### src/rtl/pll_seq_pkg.sv
// pll_seq_pkg: FSM encoding, counter width and saturating helper
// shared by the PLL reset sequencer.
package pll_seq_pkg;
   localparam int CNT_W = 16;
   typedef logic [CNT_W-1:0] cnt_t;
   typedef enum logic [1:0] {HOLD, WAIT_LOCK, STABLE, RUN} seq_state_t;
   function automatic logic [3:0] sat_inc4(input logic [3:0] v);
      return (v == 4'hF) ? v : v + 4'd1;
   endfunction
endpackage

### src/rtl/sync_2ff.sv
// sync_2ff: two-flop synchronizer for a single asynchronous status bit.
module sync_2ff (
   input  logic clk,
   input  logic reset_n,
   input  logic d,
   output logic q
);
   logic meta_q, sync_q;
   always_ff @(posedge clk or negedge reset_n) begin
      if (!reset_n) begin
         meta_q <= 1'b0;
         sync_q <= 1'b0;
      end else begin
         meta_q <= d;
         sync_q <= meta_q;
      end
   end
   assign q = sync_q;
endmodule

### src/rtl/pll_reset_sequencer.sv
// pll_reset_sequencer: pulses the PLL reset, waits for a stable lock and then
// releases the downstream system reset, retrying on timeout or lock loss.
module pll_reset_sequencer #(
   parameter int unsigned PLL_RST_CYCLES = 16,
   parameter int unsigned LOCK_TIMEOUT   = 65535,
   parameter int unsigned STABLE_CYCLES  = 1024
) (
   input  logic       clk,
   input  logic       reset_n,
   input  logic       locked,
   input  logic       soft_reset_req,
   output logic       pll_rst,
   output logic       sys_reset_n,
   output logic       running,
   output logic [3:0] retry_count,
   output logic [3:0] lost_count
);
   import pll_seq_pkg::*;
   localparam cnt_t HOLD_LAST    = cnt_t'(PLL_RST_CYCLES - 1);
   localparam cnt_t TIMEOUT_LAST = cnt_t'(LOCK_TIMEOUT - 1);
   localparam cnt_t STABLE_LAST  = cnt_t'(STABLE_CYCLES - 1);
   logic       locked_s;
   seq_state_t state_q, state_d;
   cnt_t       cnt_q, cnt_d;
   logic [3:0] retry_count_q, retry_count_d, lost_count_q, lost_count_d;
   logic       pll_rst_q, sys_reset_n_q, running_q;
   sync_2ff u_lock_sync (
      .clk     (clk),
      .reset_n (reset_n),
      .d       (locked),
      .q       (locked_s)
   );
   always_comb begin
      state_d       = state_q;
      retry_count_d = retry_count_q;
      lost_count_d  = lost_count_q;
      if (soft_reset_req) state_d = HOLD;
      else begin
         case (state_q)
            HOLD:      if (cnt_q == HOLD_LAST) state_d = WAIT_LOCK;
            WAIT_LOCK: begin
               if (locked_s) state_d = STABLE;
               else if (cnt_q == TIMEOUT_LAST) begin
                  state_d       = HOLD;
                  retry_count_d = sat_inc4(retry_count_q);
               end
            end
            STABLE:    state_d = !locked_s ? HOLD : (cnt_q == STABLE_LAST) ? RUN : STABLE;
            RUN: begin
               if (!locked_s) begin
                  state_d      = HOLD;
                  lost_count_d = sat_inc4(lost_count_q);
               end
            end
            default:   state_d = HOLD;
         endcase
      end
      // a soft request restarts the hold window even when already in HOLD
      cnt_d = (soft_reset_req || state_d != state_q) ? '0 : (&cnt_q) ? cnt_q : cnt_q + cnt_t'(1);
   end
   always_ff @(posedge clk or negedge reset_n) begin
      if (!reset_n) begin
         state_q       <= HOLD;
         cnt_q         <= '0;
         retry_count_q <= '0;
         lost_count_q  <= '0;
         pll_rst_q     <= 1'b1;
         sys_reset_n_q <= 1'b0;
         running_q     <= 1'b0;
      end else begin
         state_q       <= state_d;
         cnt_q         <= cnt_d;
         retry_count_q <= retry_count_d;
         lost_count_q  <= lost_count_d;
         pll_rst_q     <= state_d == HOLD;
         sys_reset_n_q <= state_d == RUN;
         running_q     <= state_d == RUN;
      end
   end
   assign pll_rst     = pll_rst_q;
   assign sys_reset_n = sys_reset_n_q;
   assign running     = running_q;
   assign retry_count = retry_count_q;
   assign lost_count  = lost_count_q;
endmodule

### config.mk
export PLATFORM = sky130hd
export DESIGN_NAME = pll_reset_sequencer
export DESIGN_NICKNAME = d
export VERILOG_FILES = /design/src/rtl/pll_seq_pkg.sv /design/src/rtl/sync_2ff.sv /design/src/rtl/pll_reset_sequencer.sv
export SDC_FILE = /design/constraint.sdc
export NUM_CORES = 1
export LEC_CHECK = 0
export CAP_MARGIN = 20
export CORE_MARGIN = 2
export CORE_UTILIZATION = 45
export DETAILED_ROUTE_END_ITERATION = 8
export PLACE_DENSITY = 0.68
export SETUP_SLACK_MARGIN = 0.15
export SKIP_LAST_GASP = 1
export SYNTH_ARGS = -nofsm -noshare
export SYNTH_HDL_FRONTEND = slang
export SYNTH_SLANG_ARGS = --single-unit
export TNS_END_PERCENT = 30
### constraint.sdc
create_clock -name clk -period 3.7 [get_ports clk]
set_input_delay 0.74 -clock clk [delete_from_list [all_inputs] [get_ports clk]]
set_output_delay 0.74 -clock clk [all_outputs]
set_load 0.02 [all_outputs]
After elaboration in Yosys (flattened, before gate mapping)
Cells that the tools add are included.
{ "word_totals": {"reg_bits": 30, "inputBits": 4, "output_inout_bits": 11, "elab_cells": 42} }
{ "classes": {"n_addsub": 3, "eq_ne": 11, "mux": 10, "bitwise": 4, "n_reduce_logical": 6} }
{ "ops": {"columns": ["cell", "n"], "rows": [
  ["$mux 16", 2],
  ["$add 16x1->16 const B", 1],
  ["$eq 16x10->1 const B", 1],
  ["$eq 16x16->1 const B", 1],
  ["$eq 16x4->1 const B", 1],
  ["$reduce_and 16->1", 1],
  ["$mux 2", 6],
  ["$add 4x1->4 const B", 2],
  ["$eq 4x4->1 const B", 2],
  ["$pmux 2 s4", 1],
  ["$eq 2x2->1 const B", 3],
  ["$reduce_and 5->1", 1],
  ["$logic_not 2->1", 2],
  ["$not 1->1", 4],
  ["$reduce_and 4->1", 1],
  ["$eq 2x1->1 const B", 1],
  ["$ne 2x2->1", 1],
  ["$ne 2x2->1 const B", 1],
  ["$logic_or 1x1->1", 1],
  ["$mux 1", 1]
]} }

Logic depth before layout (Yosys ltp)
{ "logic_depth": {"word_depth": 8, "mapped_depth": 7, "ltp_nobuf": 6} }

Hierarchy
From an unflattened synthesis, not the netlist that was laid out.
{ "unflattened": {"hier_cells": 156, "area_unflattened_um2": 1669.1} }
{ "modules_own_cells": {"columns": ["mod", "instances", "cells_per_inst", "area_each_um2", "seq_area_each_um2"], "rows": [
  ["pll_reset_sequencer", 1, 154, 1619.1, 701.9],
  ["sync_2ff", 1, 2, 50.0, 50.0]
]} }

Least setup slack after synthesis
Ideal clock, no wire load.
{ "synth_path": {"path_kind": "reg2reg", "startpoint": "reg cnt_q[13]", "endpoint": "reg cnt_q[8]", "setup_ns": 0.126, "arrival_time_ns": 1.797, "required_ns": 3.574, "path_slack_ns": 1.777, "stages_incl_launch_ff": 7, "n_path_buf": 1, "synth_period_minus_slack_ns": 1.923, "path_cell_list": "dfrtp_1 > or4_4 > nor3_4 > a41oi_2 > o21ai_4 > buf_6 > a21oi_2"} }
{ "synth_between": {"elab_chain_cells": 8, "word_cells_on_any_way": 15, "cone_classes": "eq/ne (5); mux (8); reduce/logical (2)"} }
{ "synth_lines": {"columns": ["item", "line_no", "rtl"], "rows": [
  ["from (decl)", "pll_reset_sequencer.sv:24", "cnt_t cnt_q, cnt_d;"],
  ["from (signal assigned)", "pll_reset_sequencer.sv:72", "cnt_q <= cnt_d;"],
  ["$eq 16x10->1 or $eq 16x16->1 (tied branches)", "pll_reset_sequencer.sv:48, pll_reset_sequencer.sv:43", null],
  ["$mux 1 or $mux 2 (tied branches)", "pll_reset_sequencer.sv:48, pll_reset_sequencer.sv:43", null],
  ["$mux 2, on equally long branches", "pll_reset_sequencer.sv:48, pll_reset_sequencer.sv:42", null],
  ["$pmux 2 s4", "pll_reset_sequencer.sv:39", "case (state_q)"],
  ["$mux 2", "pll_reset_sequencer.sv:37", "if (soft_reset_req) state_d = HOLD;"],
  ["$ne 2x2->1", "pll_reset_sequencer.sv:59", "cnt_d = (soft_reset_req || state_d != state_q) ? '0 : (&cnt_q) ? cnt_q : cnt_q + cnt_t'(1);"],
  ["$logic_or 1x1->1", "pll_reset_sequencer.sv:59", null],
  ["$ne 2x2->1 (no source line) or $mux 16 (tied branches)", null, null]
]} }
Several ways; a longest one is shown, not always the timed one.
A chain may end at the register's enable or synchronous reset.

Final worst setup path
{ "layout_path": {"startpoint": "reg cnt_q[13]", "endpoint": "reg cnt_q[2]"} }
The elaborated chain is that of the path after synthesis.

==> summary.txt <==
Yosys
  – Gate Count Post-Synth: about 160
  – Syn_area_per_cell: about 11 sq um
  – Seq cells post-synth: 30
  – Post-synth EDFFs: 0
  – Post-synth ARST share: 100.0%
  – Synth Area in Simple Gates: 21.14%
  – Post-synthesis compound-gate area fraction: around 17%
  – Synth area leader: dfrtp_1
  – Multiplexer share of the synthesized area: under 10%
  – Seq/Total Area, Yosys: 45.05%
  – Synth top area share: a little over two fifths
  – Unique masters post-synth: 40
  – Syn nets: between 150 and 200
  – Main combinational cell family by area after synthesis: simple AND/OR/NAND/NOR gates
  – Ys flop type: dfrtp_1
  – XOR/XNOR share of the synthesized area: under 10%
  – Synth warn: 0
  – Cell Area, Synth: around 1700 sq um
  – Adder-cell area share of the yosys netlist: ~3%
  – Top cells by area, synth: dfrtp_1, xnor2_1, a21oi_2

Floorplanning
  – Die Ht: about 65 um
  – Die area: 4212 sq um
  – Row cnt: 22
  – Initial Util: a little under half
  – Boundary Pins: 15
  – Die width: roughly 65 um
  – Core box area: 3606 sq um

Placement
  – Placed wire-length estimate: 2204 um
  – # port buffers: 14
  – RD Place Congestion: 0.8507

Timing
  – Period minus WS final: 2.284 ns
  – Setup TNS: 0 ns
  – Final Setup Violations: 0
  – RSZ-0062 raised after global routing: false
  – Worst-Margin Slew: 0.9217 ns
  – Relative slew margins: a little under two fifths
  – Final period utilization: 61.74%
  – Final Hold Vio Count: 0
  – Slew Limit Fails: 0
  – Clock Skew: about 0.0061 ns
  – Fmax: approximately 440 MHz

Job
  – Max-cap violations: 0

Cells and area
  – Commonest non-fill, non-tap cell in the layout: dfrtp_1
  – Area delta synth->final: 15.59%
  – Most frequent cells in the layout: dfrtp_1, nand3_1, clkdlybuf4s50_1
  – Fin util: a little over half
  – Final net count: between 150 and 200
  – Ratio of cells with drive above 1 in the final layout: between 10% and 20%
  – Antenna cells: 0

Detailed routing
  – Pre-Repair DR Iteration Count: 4
  – Via count: about 1200
  – Iter 0 DRT Violations: 101
  – Post-DRT Antenna Nets: 0
  – Post-DR vias/cell: around 5.4
  – Drc violations: 0
  – WL final: 2973 um
  – WL per Instance: about 13 um

GRT
  – Largest net degree at the start of global routing: 31
  – Grt total ovfl: 0
  – Global Route Usage Sum: between 15 and 20%
  – Antenna violations before repair: 0
  – First-pass GRT wire length: 5520 um
  – Vias in the first global route: 1225

Critical path
  – Critical Path RT: approximately 3.8 ns
  – Worst Path Arrival: 2.41 ns
  – Critical path type: reg -> reg
  – Crit path capture type: flip-flop
  – Max FO, Critical Path: 16
  – CP startpoint kind: flip-flop

Power
  – Peak supply drop: between 0.2 and 0.25 mV
  – Power Density: roughly 330 nW/um^2
  – Leak: ~0.00080 uW

Clocking
  – Inserted Clock Buffers: 5
  – H-Tree Depth: 2
  – Clk pin slew, worst setup/hold paths: around 0.060 ns
  – CTS tree: built
  – Resize count post-CTS: 0
  – CTS Sinks: 30
  – CTS Buffer Depth: 2
  – Clk root buf: clkbuf_8
  – Post-CTS Repair Setup Buffers: 0
  – CTS Hold Bufs: 0
  – Clk_lat worst skew: ~0.28 ns

Hold path
  – Hold Path Class: reg -> reg

Status
  – Status: finished clean
==> routing by layer <==
metal	part of all wire (%)	vias up	global-route usage (%)
met1	45	591	20.67
met3	3.8	7	4.861
li1	-	602	-
met4	2.2	0	7.713
met2	49	18	27.84
met5	0	-	0
==> final cells by class <==
class                   count  area [sq um]
fillers                   316          1677
clock buffers               7         86.33
well taps                  48         60.06
multi-input cells         118         859.6
clock inverters             1         5.005
flip-flops and latches     30         752.0
inverters                   5         18.77
repair buffers             15         147.6
==> per-stage QoR <==
| step | area (sq um) | std cells | hold WS [ns] | setup slack (ns) | total power (uW) |
|---|---|---|---|---|---|
| after floorplan | 1669 | 156 | 0.3312 | 1.777 | 358.2 |
| after global placement | 1838 | 216 | 0.3440 | 1.197 | 371.1 |
| after detailed placement | 1838 | 216 | 0.3457 | 1.155 | 372.1 |
| after CTS | 1929 | 224 | 0.3606 | 1.412 | 645.1 |
| after global routing | 1929 | 224 | 0.3675 | 1.275 | 665.1 |
| final | 1929 | 224 | 0.3569 | 1.416 | 633.9 |
==> Yosys cell counts, drive strengths merged, types with 4 or more instances <==
cell type	number
dfrtp	29
a21oi	17
nand3	14
xnor2	12
nor2	10
nor3	9
nand2	8
o21ai	7
inv	5
nor4	5
and3	4
ha	4
nand4	4
==> where the power goes <==
| group | switching (uW) | internal (uW) | total [uW] |
|---|---|---|---|
| Clock | 118 | 150 | 268 |
| Combinational | 17.4 | 10.7 | 28.0 |
| Sequential | 5.13 | 333 | 338 |
==> final timing paths <==
path                       slack [ns]             to  cells past startpoint          startpoint
max reg2reg                      1.42       cnt_q[2]                      5           cnt_q[13]
max                              1.42       cnt_q[2]                      5           cnt_q[13]
min reg2reg                      0.36  u_lock_sync.q                      0  u_lock_sync.meta_q
min                              0.36  u_lock_sync.q                      0  u_lock_sync.meta_q
min in group asynchronous        0.84  lost_count[0]                      2             reset_n
max in group asynchronous        2.54        pll_rst                      2             reset_n
==> registers in the layout, summed over array words and instances, names as in the netlist <==
name	cells
cnt_q	16
lost_count	4
retry_count	4
state_q	2
pll_rst	1
running	1
u_lock_sync.meta_q	1
u_lock_sync.q	1
==> logic make-up (layout without fill, tap and decap cells) <==
kind of cell,after synthesis,in the layout
compound gates,33,33
simple gates,63,63
buf+inv,8,28
xor+xnor,14,14
flops,30,30
fa+ha+maj,4,4
mux,4,4
==> critical path, stage by stage, from the launching register on <==
cell      delay (ns)
dfrtp_1         0.43
or4_4           0.57
nor3_4          0.20
a41oi_2         0.21
o21ai_4         0.56
a211oi_2        0.15
Note: power is estimated with default switching activity, not from simulation.
